$ cat src/rtl/sram_bus_arbiter_pkg.sv
// Shared types and constants for the IF/MEM memory bus arbiter.
package sram_bus_arbiter_pkg;

    // Arbiter bus-cycle owner: nobody, the fetch stage, or the data stage.
    typedef enum logic [1:0] {
        ARB_IDLE   = 2'd0,
        ARB_I_BUSY = 2'd1,
        ARB_D_BUSY = 2'd2
    } arb_state_e;

    // Bit positions inside the ctrl stall vector.
    localparam int ARB_STALL_IF  = 1;   // IF/ID register held
    localparam int ARB_STALL_MEM = 4;   // MEM/WB register held

endpackage

$ cat src/rtl/sram_bus_arbiter.sv
// Arbitrates one single-port req/ack memory bus between instruction fetch and
// load/store. Data accesses beat fetches; completed read data is held in
// registers until the owning pipeline stage advances.
module sram_bus_arbiter
    import sram_bus_arbiter_pkg::*;
#(
    parameter int ADDR_W = 32,
    parameter int DATA_W = 32,
    localparam int SEL_W = DATA_W / 8
) (
    input  logic              clk,
    input  logic              rst,
    input  logic [5:0]        stall_i,
    input  logic              flush_i,
    input  logic              if_ce_i,
    input  logic [ADDR_W-1:0] if_addr_i,
    output logic [DATA_W-1:0] if_data_o,
    output logic              if_stallreq_o,
    input  logic              mem_ce_i,
    input  logic              mem_we_i,
    input  logic [SEL_W-1:0]  mem_sel_i,
    input  logic [ADDR_W-1:0] mem_addr_i,
    input  logic [DATA_W-1:0] mem_data_i,
    output logic [DATA_W-1:0] mem_data_o,
    output logic              mem_stallreq_o,
    output logic              bus_req_o,
    output logic              bus_we_o,
    output logic [SEL_W-1:0]  bus_sel_o,
    output logic [ADDR_W-1:0] bus_addr_o,
    output logic [DATA_W-1:0] bus_wdata_o,
    input  logic [DATA_W-1:0] bus_rdata_i,
    input  logic              bus_ack_i
);

    arb_state_e        state_q, state_d;
    logic              bus_req_q, bus_req_d;
    logic              bus_we_q, bus_we_d;
    logic [SEL_W-1:0]  bus_sel_q, bus_sel_d;
    logic [ADDR_W-1:0] bus_addr_q, bus_addr_d;
    logic [DATA_W-1:0] bus_wdata_q, bus_wdata_d;
    logic [DATA_W-1:0] if_data_q, if_data_d;
    logic [DATA_W-1:0] mem_data_q, mem_data_d;
    logic              i_done_q, i_done_d;     // fetch result waiting for IF/ID to advance
    logic              d_done_q, d_done_d;     // data result waiting for MEM/WB to advance
    logic              i_discard_q, i_discard_d; // in-flight fetch was flushed, drop its data

    // Next-state logic: done-flag aging, arbitration in IDLE, ack handling.
    always_comb begin
        state_d     = state_q;
        bus_req_d   = bus_req_q;
        bus_we_d    = bus_we_q;
        bus_sel_d   = bus_sel_q;
        bus_addr_d  = bus_addr_q;
        bus_wdata_d = bus_wdata_q;
        if_data_d   = if_data_q;
        mem_data_d  = mem_data_q;
        i_done_d    = i_done_q;
        d_done_d    = d_done_q;
        i_discard_d = i_discard_q;

        // A held result is released once its stage moves on. Setting on an
        // ack below takes precedence so a fresh result is never lost.
        if (!stall_i[ARB_STALL_MEM]) begin
            d_done_d = 1'b0;
        end
        if (!stall_i[ARB_STALL_IF] || flush_i) begin
            i_done_d = 1'b0;
        end

        case (state_q)
            ARB_IDLE: begin
                // bus_ack_i is deliberately ignored here (late ack after reset).
                if (mem_ce_i && !d_done_q) begin
                    state_d     = ARB_D_BUSY;
                    bus_req_d   = 1'b1;
                    bus_we_d    = mem_we_i;
                    bus_sel_d   = mem_sel_i;
                    bus_addr_d  = mem_addr_i;
                    bus_wdata_d = mem_data_i;
                end else if (if_ce_i && !i_done_q && !flush_i) begin
                    state_d    = ARB_I_BUSY;
                    bus_req_d  = 1'b1;
                    bus_we_d   = 1'b0;
                    bus_sel_d  = {SEL_W{1'b1}};
                    bus_addr_d = if_addr_i;
                end
            end
            ARB_I_BUSY: begin
                if (bus_ack_i) begin
                    // A flush landing on the ack edge also kills this fetch.
                    if (!i_discard_q && !flush_i) begin
                        if_data_d = bus_rdata_i;
                        i_done_d  = 1'b1;
                    end
                    i_discard_d = 1'b0;
                    bus_req_d   = 1'b0;
                    state_d     = ARB_IDLE;
                end else if (flush_i) begin
                    // The slave cannot abort, so let the cycle finish and drop it.
                    i_discard_d = 1'b1;
                end
            end
            ARB_D_BUSY: begin
                if (bus_ack_i) begin
                    if (!bus_we_q) begin
                        mem_data_d = bus_rdata_i;
                    end
                    d_done_d  = 1'b1;
                    bus_req_d = 1'b0;
                    state_d   = ARB_IDLE;
                end
            end
            default: begin
                state_d   = ARB_IDLE;
                bus_req_d = 1'b0;
            end
        endcase
    end

    // State and output registers with synchronous reset.
    always_ff @(posedge clk) begin
        if (rst) begin
            state_q     <= ARB_IDLE;
            bus_req_q   <= 1'b0;
            bus_we_q    <= 1'b0;
            bus_sel_q   <= '0;
            bus_addr_q  <= '0;
            bus_wdata_q <= '0;
            if_data_q   <= '0;
            mem_data_q  <= '0;
            i_done_q    <= 1'b0;
            d_done_q    <= 1'b0;
            i_discard_q <= 1'b0;
        end else begin
            state_q     <= state_d;
            bus_req_q   <= bus_req_d;
            bus_we_q    <= bus_we_d;
            bus_sel_q   <= bus_sel_d;
            bus_addr_q  <= bus_addr_d;
            bus_wdata_q <= bus_wdata_d;
            if_data_q   <= if_data_d;
            mem_data_q  <= mem_data_d;
            i_done_q    <= i_done_d;
            d_done_q    <= d_done_d;
            i_discard_q <= i_discard_d;
        end
    end

    assign bus_req_o   = bus_req_q;
    assign bus_we_o    = bus_we_q;
    assign bus_sel_o   = bus_sel_q;
    assign bus_addr_o  = bus_addr_q;
    assign bus_wdata_o = bus_wdata_q;
    assign if_data_o   = if_data_q;
    assign mem_data_o  = mem_data_q;

    // Stall requests are combinational so ctrl freezes the pipe in the same cycle.
    assign if_stallreq_o  = if_ce_i & ~i_done_q & ~flush_i;
    assign mem_stallreq_o = mem_ce_i & ~d_done_q;

endmodule

$ cat config.mk
export PLATFORM = sky130hd
export DESIGN_NAME = sram_bus_arbiter
export DESIGN_NICKNAME = d
export VERILOG_FILES = /design/src/rtl/sram_bus_arbiter_pkg.sv /design/src/rtl/sram_bus_arbiter.sv
export SDC_FILE = /design/constraint.sdc
export NUM_CORES = 1
export LEC_CHECK = 0
export BUFFER_PORTS_ARGS = -buffer_cell sky130_fd_sc_hd__buf_2
export CAP_MARGIN = 20
export CORE_MARGIN = 4
export CORE_UTILIZATION = 45
export DETAILED_ROUTE_END_ITERATION = 8
export PLACE_DENSITY = 0.77
export SETUP_SLACK_MARGIN = 0.4
export SLEW_MARGIN = 20
export SYNTH_ARGS = -nofsm -noshare
export SYNTH_HDL_FRONTEND = slang
export SYNTH_SLANG_ARGS = --single-unit
$ cat constraint.sdc
create_clock -name clk -period 1.75 [get_ports clk]
set_input_delay 0.2625 -clock clk [delete_from_list [all_inputs] [get_ports clk]]
set_output_delay 0.2625 -clock clk [all_outputs]
set_load 0.03 [all_outputs]
## Word level (Yosys, flattened, before mapping)

Index checks and enable logic that the tools add are counted.

| word-level totals | value |
|---|---|
| register bits after elaboration | 139 |
| bits in latches | 0 |
| memory bits (writable) | 0 |
| bits in read-only memories | 0 |
| input bits | 145 |
| output and inout port bits | 136 |
| memories | 0 |

| operators by class | value |
|---|---|
| $add $sub $neg | 0 |
| $mul | 0 |
| div/mod/pow operators | 0 |
| order comparisons | 0 |
| equal/unequal tests | 4 |
| shifts and indexed selects | 0 |
| mux-type cells | 23 |
| bitwise logic cells | 7 |
| reduce and logical (&&, ||, !) cells | 20 |

Operators with widths:

| kind | number |
|---|---|
| 2-to-1 mux 32 bit | 2 |
| 2-to-1 mux 1 bit | 14 |
| 2-to-1 mux 4 bit | 2 |
| AND reduction 2 bit | 4 |
| 2-to-1 mux 2 bit | 3 |
| AND reduction 3 bit | 2 |
| zero test 1 bit | 5 |
| logical AND 1 bit | 4 |
| inverter 1 bit | 4 |
| case mux 2 bit (2 select lines) | 1 |
| nonzero test 2 bit | 2 |
| bitwise AND 1 bit | 3 |
| inequality test 3 bit (second input constant) | 1 |
| == test 2 x 1 -> 1 bit (second input constant) | 1 |
| == test 2 bit (second input constant) | 1 |
| zero test 2 bit | 1 |
| inequality test 2 x 1 -> 1 bit (second input constant) | 1 |
| case mux 1 bit (2 select lines) | 1 |
| OR reduction 2 bit | 1 |
| logical OR 1 bit | 1 |

## Depth between registers and ports, before layout

| logic depth | value |
|---|---|
| depth in word-level cells | 6 |
| mapped depth | 7 |
| mapped depth without buffers | 5 |

## Least setup slack after synthesis

Ideal clock, no wire load.

| timing | value |
|---|---|
| path kind | reg-to-reg |
| start point | register state_q[1] |
| end point | register bus_wdata_q[22] (netlist: bus_wdata_o[22]) |
| arrival time | 1.358 ns |
| data required time | 1.616 ns |
| setup slack | 0.258 ns |
| stages on the path, launching flop included | 8 |
| buffers on the path | 2 |
| clock period less this slack | 1.492 ns |
| cell sequence | dfxtp_1 > inv_1 > ha_1 > buf_1 > nand3b_2 > buf_6 > nand2_1 > a21oi_1 |

| on the way | value |
|---|---|
| word-level cells in the longest chain between the ends | 2 |

Ends and longest elaborated chain:

| what | line | RTL |
|---|---|---|
| start: declaration | sram_bus_arbiter.sv:35 | `arb_state_e state_q, state_d;` |
| start signal: assignment | sram_bus_arbiter.sv:135 | `state_q <= state_d;` |
| zero test 2 bit | sram_bus_arbiter.sv:70 | `case (state_q)` |
| AND reduction 2 bit (no line) | n/a |  |
| end signal: assignment | sram_bus_arbiter.sv:140 | `bus_wdata_q <= bus_wdata_d;` |
| end: declaration | sram_bus_arbiter.sv:40 | `logic [DATA_W-1:0] bus_wdata_q, bus_wdata_d;` |

No other way between the ends.
A chain may end at the register's enable or synchronous reset.

## Worst setup path in the final report

| timing | value |
|---|---|
| start point | register i_done_q |
| end point | register bus_addr_q[2] (netlist: bus_addr_o[2]) |

| on the way | value |
|---|---|
| word-level cells in the longest chain between the ends | 5 |

Ends and longest elaborated chain:

| what | line | RTL |
|---|---|---|
| start: declaration | sram_bus_arbiter.sv:43 | `logic i_done_q, i_done_d;` |
| start signal: assignment | sram_bus_arbiter.sv:143 | `i_done_q <= i_done_d;` |
| zero test 1 bit | sram_bus_arbiter.sv:80 | `end else if (if_ce_i && !i_done_q && !flush_i) begin` |
| logical AND 1 bit (2 in a row) | sram_bus_arbiter.sv:80 |  |
| nonzero test 2 bit (no line) | n/a |  |
| AND reduction 2 bit (no line) | n/a |  |
| end signal: assignment | sram_bus_arbiter.sv:139 | `bus_addr_q <= bus_addr_d;` |
| end: declaration | sram_bus_arbiter.sv:39 | `logic [ADDR_W-1:0] bus_addr_q, bus_addr_d;` |

No other way between the ends.

==> results.json <==
{
  "gr-usage-met3_pct": 8.95,
  "grt_pass1_vias": 5802,
  "n_antenna_cell": 0,
  "ys_seq_area_share_pct": 45.8,
  "clk_pin_slew_ns": 0.06,
  "worst_setup_path_start_kind": "flip-flop",
  "grt_util_met2_pct": 42.1,
  "ir_worst_vdd_mv": 0.665,
  "maxCapViolCount": 0,
  "grt_pass1_wl_um": 29400,
  "crit_path_end_kind": "flip-flop",
  "crit_chain": "or3b_4 -> buf_12 -> clkinv_8 -> buf_6 -> buf_12 -> buf_4 -> buf_12 -> nor3_1 -> nor4_1",
  "wl_per_cell_um": 19.7,
  "antenna_found_initial": 0,
  "syn-num-nets": 841,
  "busiest_layer": "met2",
  "p_per_area_nw_per_um2": 1020,
  "synth_area_um2": 6070,
  "cts_root_buf": "clkbuf_16",
  "rsz0062_at_grt": "true",
  "cts_tree": "built",
  "worst_slew_pin_slew_ns": 0.494,
  "portBuffers": 276,
  "hold_violations": 0,
  "start_util_pct": 45.8,
  "die_x_um": 124,
  "cp.arrival_ns": 2.03,
  "criticalPathCategory": "flip-flop to flip-flop",
  "drive_gt1_share_pct": 63.2,
  "cts.sinks": 139,
  "fin_crit_ns": 1.72,
  "outcome": "finished clean",
  "relSlewSlack_pct": 67.1,
  "synth_top_area_share_pct": 45.8,
  "synthFlopType": "dfxtp_1",
  "drv_slew": 0,
  "crit_family": "simple AND/OR/NAND/NOR gates",
  "io-pin-count": 281,
  "yosysTopAreaCell": "dfxtp_1",
  "ff2ff_setup_slack_ns": 0.03,
  "crit_buf_inv": 6,
  "async_flop_share_pct": 0,
  "slowest_stage": "or3b_4",
  "first_iter_violations": 476,
  "use_met1_pct": 28.6,
  "routed_wl_um": 23100,
  "cpMostUsedCell": "buf_12",
  "synth.distinct_cells": 40,
  "synth_area_leaders": "dfxtp_1, nand2_1, nor4_2, a21oi_1, o22ai_1",
  "die_h_um": 124,
  "drtPass1Iterations": 5,
  "nNetsFinal": 1133,
  "ant_nets": 0,
  "hold_path.class": "input pin to flip-flop",
  "setup_viol": 0,
  "grt_usage_pct": 24.5,
  "core_um2": 13200,
  "drcViolationCount": 0,
  "cp.required_ns": 2.06,
  "clock_skew_ns": 0.0133,
  "h-tree-depth": 4,
  "leakagePower_nw": 4.52,
  "clockBufferDepth": 2,
  "slowest_delay_ns": 0.39,
  "tns_ns": 0,
  "rows": 42,
  "die-area_um2": 15400,
  "place_congestion": 0.812,
  "yosysWarningCount": 0,
  "max_freq_mhz": 583,
  "insertion_delay_ns": 0.42,
  "cts_buffers": 17,
  "vias_per_cell": 5.54,
  "synth-seq-cells": 139,
  "post-route-period-util_pct": 98.1,
  "gr-total-overflow": 0,
  "fin_total_pwr_mw": 10.3,
  "synth_edf_count": 0,
  "crit_fanout": 6,
  "syn_to_final_growth_pct": 66.1,
  "syn_inst": 693,
  "grt_start_max_net_pins": 77,
  "dp_hpwl_um": 12300,
  "avgSynthCellArea_um2": 8.76,
  "vias": 6500,
  "ctsHoldBuffers": 0
}
cells in the final DEF, fill, tap and decap left out, types with 2 or more instances in the layout:
master and instances:
o221a_1 2, nand2b_1 28, o221a_2 2, nand3b_4 2, nand2_2 18, inv_1 2
nor4_4 11, buf_6 9, buf_12 18, dfxtp_2 4, or2b_1 5, nor3_1 26
clkbuf_16 23, buf_16 8, nand3b_1 2, buf_2 272, a21oi_1 17, nand2_1 107
nor4_1 4, nor4_2 49, inv_4 2, clkinv_4 2, bufinv_16 4, buf_8 5
ha_4 3, inv_6 5, nand3_1 2, nand2_4 69, dfxtp_1 134, a21oi_2 83
inv_8 2, nor3_2 4, nor3_4 2, buf_4 18, o22ai_1 32
metrics by stage:
step | setup slack (ns) | hold WS (ns) | std cells | util, % | cell area [µm²]
floorplan | 0.392 | 0.358 | 693 | - | 6110
CTS | 0.0524 | 0.0633 | 1161 | 67.0 | 8870
global placement | 0.160 | 0.439 | 1103 | 57.6 | 7620
detailed placement | 0.140 | 0.443 | 1103 | 57.6 | 7620
finish | 0.0336 | 0.0783 | 1174 | 76.2 | 10100
global route | -0.00150 | 0.0779 | 1174 | 76.2 | 10100
cells in the mapped netlist, types with 3 or more instances:
cell type  instances
dfxtp_1          139
buf_1              3
nor3_1            32
a21oi_1          100
clkbuf_1          20
inv_1              4
nor4_2            56
buf_8              4
nor4_1             6
o22ai_1           32
nand2b_1          29
buf_2             27
nand2_1          194
ha_1               3
or2b_1             5
buf_6              8
path summary, 6_finish.rpt:
| check | startpoint | to | cells after the start |
|---|---|---|---|
| setup / recovery | i_done_q$_SDFF_PP0_ | bus_addr_o[2]$_SDFFE_PP0P_ | 9 |
| hold / removal | mem_we_i | bus_we_o$_SDFFE_PP0P_ | 3 |
| setup reg to reg | i_done_q$_SDFF_PP0_ | bus_addr_o[2]$_SDFFE_PP0P_ | 9 |
| hold reg to reg | mem_data_o[24]$_SDFFE_PP0P_ | mem_data_o[24]$_SDFFE_PP0P_ | 2 |
report_power, final:
part | internal, mW | switching (mW) | total (mW)
registers | 3.41 | 0.164 | 3.57
logic | 1.08 | 1.72 | 2.81
clock network | 2.46 | 1.49 | 3.95
total | 6.96 | 3.38 | 10.3
flip-flops by register name (all words and copies together) (netlist names):
signal / flops
bus_we_o: 1
mem_data_o: 32
d_done_q: 1
bus_wdata_o: 32
bus_req_o: 1
i_discard_q: 1
state_q: 2
i_done_q: 1
bus_sel_o: 4
bus_addr_o: 32
if_data_o: 32
area by class of cell:
| cell class | instances | area, µm² |
|---|---|---|
| sequential | 139 | 2790 |
| clock buffer | 18 | 439 |
| fill | 835 | 3160 |
| multi-input combinational | 483 | 3940 |
| tap | 176 | 220 |
| inverter | 7 | 48.8 |
| clock inverter | 14 | 208 |
| timing repair buffer | 337 | 2440 |
timing repair:
action	CTS	global route
cloned	10	9
resized for setup	58	261
setup endpoints to repair	105	137
pin swaps	17	127
buffers inserted	16	4
tightest hold or removal path, delay by kind of cell:
family | cells | cell delay, ns
AOI/OAI and AO/OA | 1 | 0.07
buffers and inverters | 1 | 0.08
and+or+nand+nor | 1 | 0.05
logic make-up after synthesis:
logic type | count (synthesis) | share of synthesized area [%]
AOI/OAI and AO/OA | 143 | 13.4
adders and majority gates | 3 | 0.618
buffers and inverters | 72 | 7.38
DFF | 139 | 45.8
muxes | 1 | 0.165
and+or+nand+nor | 335 | 32.6
routing by layer:
layer / wire (µm) / vias up
li1: - / 3004
met1: 8590 / 3104
met2: 11800 / 332
met3: 2130 / 60
met4: 612 / 0
met5: 0 / -
(Power assumes the default switching activity.)
